===== src/rtl/instr_loader.sv =====
// instr_loader: boot-time instruction store writer.
// Packs an MSB-first byte stream into 32-bit words, writes them to the
// instruction memory and holds the CPU in reset until the load completes.
module instr_loader #(
   parameter int DEPTH = 32,
   parameter int LEN_W = 6
) (
   input  logic             clk_i,
   input  logic             rst_i,
   input  logic             start_i,
   input  logic [LEN_W-1:0] len_i,
   input  logic [7:0]       byte_i,
   input  logic             byte_valid_i,
   output logic             byte_ready_o,
   output logic             wr_en_o,
   output logic [31:0]      wr_addr_o,
   output logic [31:0]      wr_data_o,
   output logic             busy_o,
   output logic             done_o,
   output logic             err_o,
   output logic             cpu_rst_n_o
);

   typedef enum logic [1:0] {IDLE, LOAD, WRITE, DONE} state_t;

   localparam logic [LEN_W:0]   DEPTH_L = (LEN_W+1)'(DEPTH);
   localparam logic [LEN_W-1:0] IDX_ONE = LEN_W'(1);

   state_t           state;
   logic [LEN_W-1:0] len_q;
   logic [LEN_W-1:0] word_idx;
   logic [1:0]       byte_cnt;
   // Only the three older bytes need storage; the fourth byte goes straight
   // into the write data register on the accepting edge.
   logic [23:0]      shreg;

   logic             len_bad;
   logic             accept;
   logic [LEN_W-1:0] idx_nxt;
   logic [31:0]      shift_nxt;
   logic [31:0]      addr_ext;

   assign len_bad   = (len_i == '0) || ({1'b0, len_i} > DEPTH_L);
   assign accept    = (state == LOAD) && byte_valid_i && byte_ready_o;
   assign idx_nxt   = word_idx + IDX_ONE;
   assign shift_nxt = {shreg, byte_i};
   assign addr_ext  = 32'({word_idx, 2'b00});

   // Load FSM; every output is a register updated alongside the state.
   always_ff @(posedge clk_i or negedge rst_i) begin
      if (!rst_i) begin
         state        <= IDLE;
         len_q        <= '0;
         word_idx     <= '0;
         byte_cnt     <= '0;
         shreg        <= '0;
         byte_ready_o <= 1'b0;
         wr_en_o      <= 1'b0;
         wr_addr_o    <= '0;
         wr_data_o    <= '0;
         busy_o       <= 1'b0;
         done_o       <= 1'b0;
         err_o        <= 1'b0;
         cpu_rst_n_o  <= 1'b0;
      end else begin
         case (state)
            IDLE, DONE: begin
               if (start_i) begin
                  done_o      <= 1'b0;
                  cpu_rst_n_o <= 1'b0;
                  if (len_bad) begin
                     // Illegal length: flag it and park in IDLE with CPU held.
                     err_o <= 1'b1;
                     state <= IDLE;
                  end else begin
                     len_q        <= len_i;
                     word_idx     <= '0;
                     byte_cnt     <= '0;
                     shreg        <= '0;
                     err_o        <= 1'b0;
                     busy_o       <= 1'b1;
                     byte_ready_o <= 1'b1;
                     state        <= LOAD;
                  end
               end
            end
            LOAD: begin
               if (accept) begin
                  shreg    <= shift_nxt[23:0];
                  byte_cnt <= byte_cnt + 2'd1;
                  if (byte_cnt == 2'd3) begin
                     byte_ready_o <= 1'b0;
                     wr_en_o      <= 1'b1;
                     wr_data_o    <= shift_nxt;
                     wr_addr_o    <= addr_ext;
                     state        <= WRITE;
                  end
               end
            end
            WRITE: begin
               wr_en_o  <= 1'b0;
               word_idx <= idx_nxt;
               if (idx_nxt == len_q) begin
                  busy_o      <= 1'b0;
                  done_o      <= 1'b1;
                  cpu_rst_n_o <= 1'b1;
                  state       <= DONE;
               end else begin
                  byte_ready_o <= 1'b1;
                  state        <= LOAD;
               end
            end
            default: state <= IDLE;
         endcase
      end
   end

endmodule


===== config.mk =====
export PLATFORM = sky130hd
export DESIGN_NAME = instr_loader
export DESIGN_NICKNAME = d
export VERILOG_FILES = /design/src/rtl/instr_loader.sv
export SDC_FILE = /design/constraint.sdc
export NUM_CORES = 1
export LEC_CHECK = 0
export ABC_AREA = 1
export BUFFER_PORTS_ARGS = -buffer_cell sky130_fd_sc_hd__buf_2
export CORE_MARGIN = 3
export CORE_UTILIZATION = 35
export DETAILED_ROUTE_END_ITERATION = 10
export PLACE_DENSITY_LB_ADDON = 0.25
export REMOVE_ABC_BUFFERS = 1
export SYNTH_ARGS = -nofsm -noshare
export SYNTH_HDL_FRONTEND = slang
export SYNTH_SLANG_ARGS = --single-unit

===== constraint.sdc =====
create_clock -name clk_i -period 2 [get_ports clk_i]
set_clock_uncertainty 0.2 [all_clocks]
set_input_delay 0.4 -clock clk_i [delete_from_list [all_inputs] [get_ports clk_i]]
set_output_delay 0.4 -clock clk_i [all_outputs]
set_load 0.05 [all_outputs]

### After elaboration in Yosys (flattened, before gate mapping)

Cells that the tools add are included.

| storage, ports and cells | value |
|---|---|
| register bits | 83 |
| input port bits | 18 |

| cells by class | value |
|---|---|
| add/sub/neg operators | 2 |
| $lt $le $gt $ge | 1 |
| equal/unequal tests | 11 |
| multiplexer cells | 32 |
| bitwise operators | 1 |
| reduce and logical (&&, ||, !) cells | 19 |

Operator list:

| cell | number |
|---|---|
| $mux 24 | 3 |
| $pmux 24 s2 | 1 |
| $reduce_and 3->1 | 6 |
| $mux 2 | 7 |
| $mux 1 | 12 |
| $mux 6 | 2 |
| $pmux 6 s2 | 1 |
| $ne 2x2->1 const B | 5 |
| $reduce_and 4->1 | 2 |
| $add 6x1->6 const B | 1 |
| $eq 2x2->1 const B | 3 |
| $eq 6x6->1 | 1 |
| $gt 6x6->1 const B | 1 |
| $logic_not 6->1 | 1 |
| $pmux 1 s2 | 3 |
| $pmux 2 s3 | 1 |
| $reduce_bool 2->1 | 3 |
| $reduce_and 5->1 | 1 |
| $pmux 2 s2 | 1 |
| $pmux 1 s3 | 1 |
| $add 2x1->2 const B | 1 |
| $eq 2x1->1 const B | 1 |
| $logic_and 1x1->1 | 2 |
| $logic_not 2->1 | 1 |
| 5 further kinds | 5 |

### Logic depth before layout (Yosys ltp)

| depth | value |
|---|---|
| depth in word-level cells | 5 |
| gate-level depth with buffers | 14 |
| gate-level depth less buffers | 14 |

### Least setup slack after synthesis

Ideal clock, no wire load.

| timing | value |
|---|---|
| path kind | register -> register |
| from | register state[0] |
| to | register byte_cnt[0] |
| library setup time | 0.120 ns |
| arrival time | 1.494 ns |
| required time | 1.680 ns |
| path slack | 0.186 ns |
| stages on the path, launching flop included | 9 |
| path buffers | 1 |
| cell sequence | dfrtp_1 > inv_1 > ha_1 > inv_1 > o21ai_1 > nand2_4 > buf_6 > nand2_2 > o21ai_2 |

| between the ends | value |
|---|---|
| longest elaborated chain between the ends | 5 |

Ends and longest elaborated chain:

| item | line | source |
|---|---|---|
| start: declaration | 29 | `state_t state;` |
| start signal: assignment | 52 | `state <= IDLE;` |
| start signal: assignment | 74 | `state <= IDLE;` |
| start signal: assignment | 83 | `state <= LOAD;` |
| $eq 2x1->1 | 44, 66 |  |
| $logic_and 1x1->1 (2 in a row) | 44 | `assign accept = (state == LOAD) && byte_valid_i && byte_ready_o;` |
| $ne 2x2->1 (no source line) | - |  |
| $reduce_and 4->1 (no source line) | - |  |
| end signal: assignment | 90 | `byte_cnt <= byte_cnt + 2'd1;` |
| end: declaration | 32 | `logic [1:0] byte_cnt;` |

Parallel ways exist; a longest one is shown, timed or not.
A chain may end at the register's enable or synchronous reset.

### Final worst setup path

| timing | value |
|---|---|
| from | register word_idx[0] |
| to | register byte_ready_o |

| between the ends | value |
|---|---|
| longest elaborated chain between the ends | 4 |

Ends and longest elaborated chain:

| item | line | source |
|---|---|---|
| start: declaration | 31 | `logic [LEN_W-1:0] word_idx;` |
| start signal: assignment | 102 | `word_idx <= idx_nxt;` |
| $add 6x1->6 | 45 | `assign idx_nxt = word_idx + IDX_ONE;` |
| $eq 6x6->1 | 103 | `if (idx_nxt == len_q) begin` |
| $ne 2x2->1 (no source line) | - |  |
| $reduce_and 5->1 (no source line) | - |  |
| end signal: assignment | 57 | `byte_ready_o <= 1'b0;` |
| end signal: assignment | 92 | `byte_ready_o <= 1'b0;` |
| end signal: assignment | 109 | `byte_ready_o <= 1'b1;` |
| end: declaration | 14 | `output logic byte_ready_o,` |

Every way passes these cells.

==> run summary <==
post-layout minimum cycle time: 1.82 ns
H-Tree Depth: 3
Leakage: 2.58 nW
Die Footprint: 12600 sq um
Worst R2R Start: word_idx[0]
Net Sw Frac: 0.413
crit path capture type: flop
Longest Clk Path Bufs: 2
worst skew pair latency: 0.34 ns
Global Route Usage Sum: 0.132
Worst Path Max Fanout: 3
Overall Power: 0.00720 W
Detailed Route Iter0 Violations: 142
initial antenna violation count: 0
ant diodes: 0
Vias: 2934
Post-Route WL: 7.73 mm
GRT overflow: 0
endpoints failing setup: 0
DRC: 0
CTS sink cnt: 83
Initial Util: 0.361
Flop pwr share: 0.346
Row Count: 38
first-pass GRT wire length: 13.7 mm
Slew Viols, Final: 0
largest net degree at the start of global routing: 57
Internal Power: 0.00423 W
number of global-route vias before repair: 2846
Worst Path Required: 2.03 ns
wire length per cell: 11.5 um
Ys Warns: 0
Root Driver: clkbuf_16
Layout Nets: 547
R2R setup slack: 0.18 ns
combinational group share of total power: 0.388
max_cap viols: 0
Area growth, synth to finish: 20.0%
detailed placement HPWL: 5.35 mm
layout cells sized above 1: 0.289
Hold Crit Class: in2reg
final worst-path cycle share: 0.910
Cells after Synth: 454
Max IR drop VDD: 0.699 mV
Psw: 0.00297 W
Clk pin slew, worst setup/hold paths: 0.06 ns
Synth Cell Area: 3940 sq um
HP Start: len_i[0]
power share of the clock group: 0.266
commonest non-fill, non-tap cell in the layout: nand2_1
I/O pins: 88
pwr dens: 1520 nW/um^2
routability congestion estimate: 0.768
Core ar.: 10900 sq um
Avg Inst Size Synth: 8.68 sq um
CTS tree: built
WHS Path Cells: 3
register area share after synthesis: 0.527
final hold violations: 0
First-pass DRT Iterations: 4
Critical Path Source Type: flop
Yosys reg bits: 83
reg2reg path depth: 11
most frequent cells in the layout: nand2_1 (186), dfrtp_1 (83), buf_2 (60)
kind of critical path: reg2reg
Unique masters post-synth: 24
Die X: 112 um
Critical Path AT: 1.85 ns
antenna-violating nets left: 0
vias per inst: 4.38
Peak Freq: 0.550 GHz
chip height: 112 um
CTS buffer count: 9
setup TNS: 0 ns
port bufs: 61
post-CTS sizing: 0
Hold EP: len_q[0]
capturing point of the worst reg2reg path: byte_ready_o
run status: finished clean
==> how the worst max path moves through the flow <==
stage / from / end / slack [ns] / cells after the start
floorplan: state[0] / byte_ready_o / -1.35 / 10
global placement: len_i[1] / shreg[0] / 0.14 / 10
detailed placement: len_i[1] / shreg[20] / 0.11 / 10
CTS: word_idx[1] / busy_o / 0.18 / 12
global route: word_idx[0] / busy_o / -0.0008 / 13
finish: word_idx[0] / byte_ready_o / 0.18 / 11
==> cell type report <==
class / count / area, sq um
Timing Repair Buffer: 77 / 468
Sequential cell: 83 / 2080
Tap cell: 140 / 175
Clock inverter: 7 / 124
Inverter: 26 / 97.6
Multi-Input combinational cell: 328 / 1560
Clock buffer: 9 / 225
Fill cell: 1096 / 6200
==> cells in the mapped netlist <==
library cell | number | area (sq um)
dfrtp_1 | 83 | 2080
o21ai_1 | 2 | 10.0
clkinv_1 | 1 | 3.75
o21ai_2 | 28 | 245
nand3_2 | 2 | 20.0
clkbuf_1 | 9 | 33.8
nand2_2 | 27 | 169
nand3_1 | 16 | 80.1
nor2_2 | 1 | 6.26
xnor2_1 | 1 | 8.76
conb_1 | 1 | 3.75
nand2_4 | 1 | 11.3
nor2_1 | 13 | 48.8
buf_4 | 27 | 203
nand4_1 | 2 | 12.5
inv_2 | 1 | 3.75
a21oi_1 | 4 | 20.0
nand2_1 | 186 | 698
o21ai_0 | 14 | 70.1
buf_6 | 5 | 56.3
buf_2 | 1 | 5.00
ha_1 | 4 | 50.1
inv_1 | 24 | 90.1
o21ai_4 | 1 | 16.3
==> critical path, cell delays in order, from the launching register on <==
cell     delay, ns
dfrtp_1       0.39
ha_1          0.32
inv_1         0.05
nand2_1       0.05
nand3_1       0.06
nor2_1        0.08
nand2_1       0.06
nor2_1        0.11
nand3_2       0.13
buf_4         0.16
nand3_1       0.06
nand2_1       0.05
==> registers in the layout, indices dropped and copies added, names as in the netlist <==
signal	flops
state	2
cpu_rst_n_o	1
busy_o	1
err_o	1
wr_data_o	32
wr_en_o	1
wr_addr_o	6
byte_ready_o	1
word_idx	6
len_q	6
byte_cnt	2
shreg	24
==> power groups by stage <==
stage                     registers, W  logic, W  clock network, W
after CTS                      0.00249   0.00283           0.00198
after floorplan                0.00304   0.00149                 0
after global routing           0.00256   0.00310           0.00205
final                          0.00249   0.00279           0.00192
after detailed placement       0.00252   0.00282                 0
after global placement         0.00250   0.00279                 0
==> stage by stage <==
stage | hold slack [ns] | worst slack, ns | cells | utilization | instance area, sq um
CTS | 0.0548 | 0.178 | 669 | 0.432 | 4720
global route | 0.0717 | -0.000829 | 670 | 0.433 | 4730
detailed placement | 0.0152 | 0.111 | 652 | 0.399 | 4360
global placement | 0.0171 | 0.144 | 652 | 0.399 | 4360
floorplan | -0.0956 | -1.35 | 437 | - | 3740
finish | 0.0689 | 0.181 | 670 | 0.433 | 4730
==> routing by layer <==
| metal | share of wire | GRT usage |
|---|---|---|
| met1 | 0.46 | 0.171 |
| met2 | 0.47 | 0.211 |
| met3 | 0.052 | 0.0350 |
| met4 | 0.020 | 0.0553 |
| met5 | 0 | 0 |
==> kinds of logic (layout without fill, tap and decap cells) <==
family	after synthesis	count (layout)	share of synthesized area
AND/OR/NAND/NOR	248	248	0.265
flip-flops	83	83	0.527
buffers and inverters	68	119	0.100
AO/OA/AOI/OAI	49	49	0.0917
adder cells (fa/ha/maj)	4	4	0.0127
other	1	26	0.000951
XOR/XNOR	1	1	0.00222
==> timing repair <==
action / in CTS / in global routing
hold buffers: 1 / 0
buffers inserted: 0 / 1
setup endpoints to repair: 0 / 1
endpoints found under the hold margin: 83 / 0
Note: power is estimated with default switching activity, not from simulation.
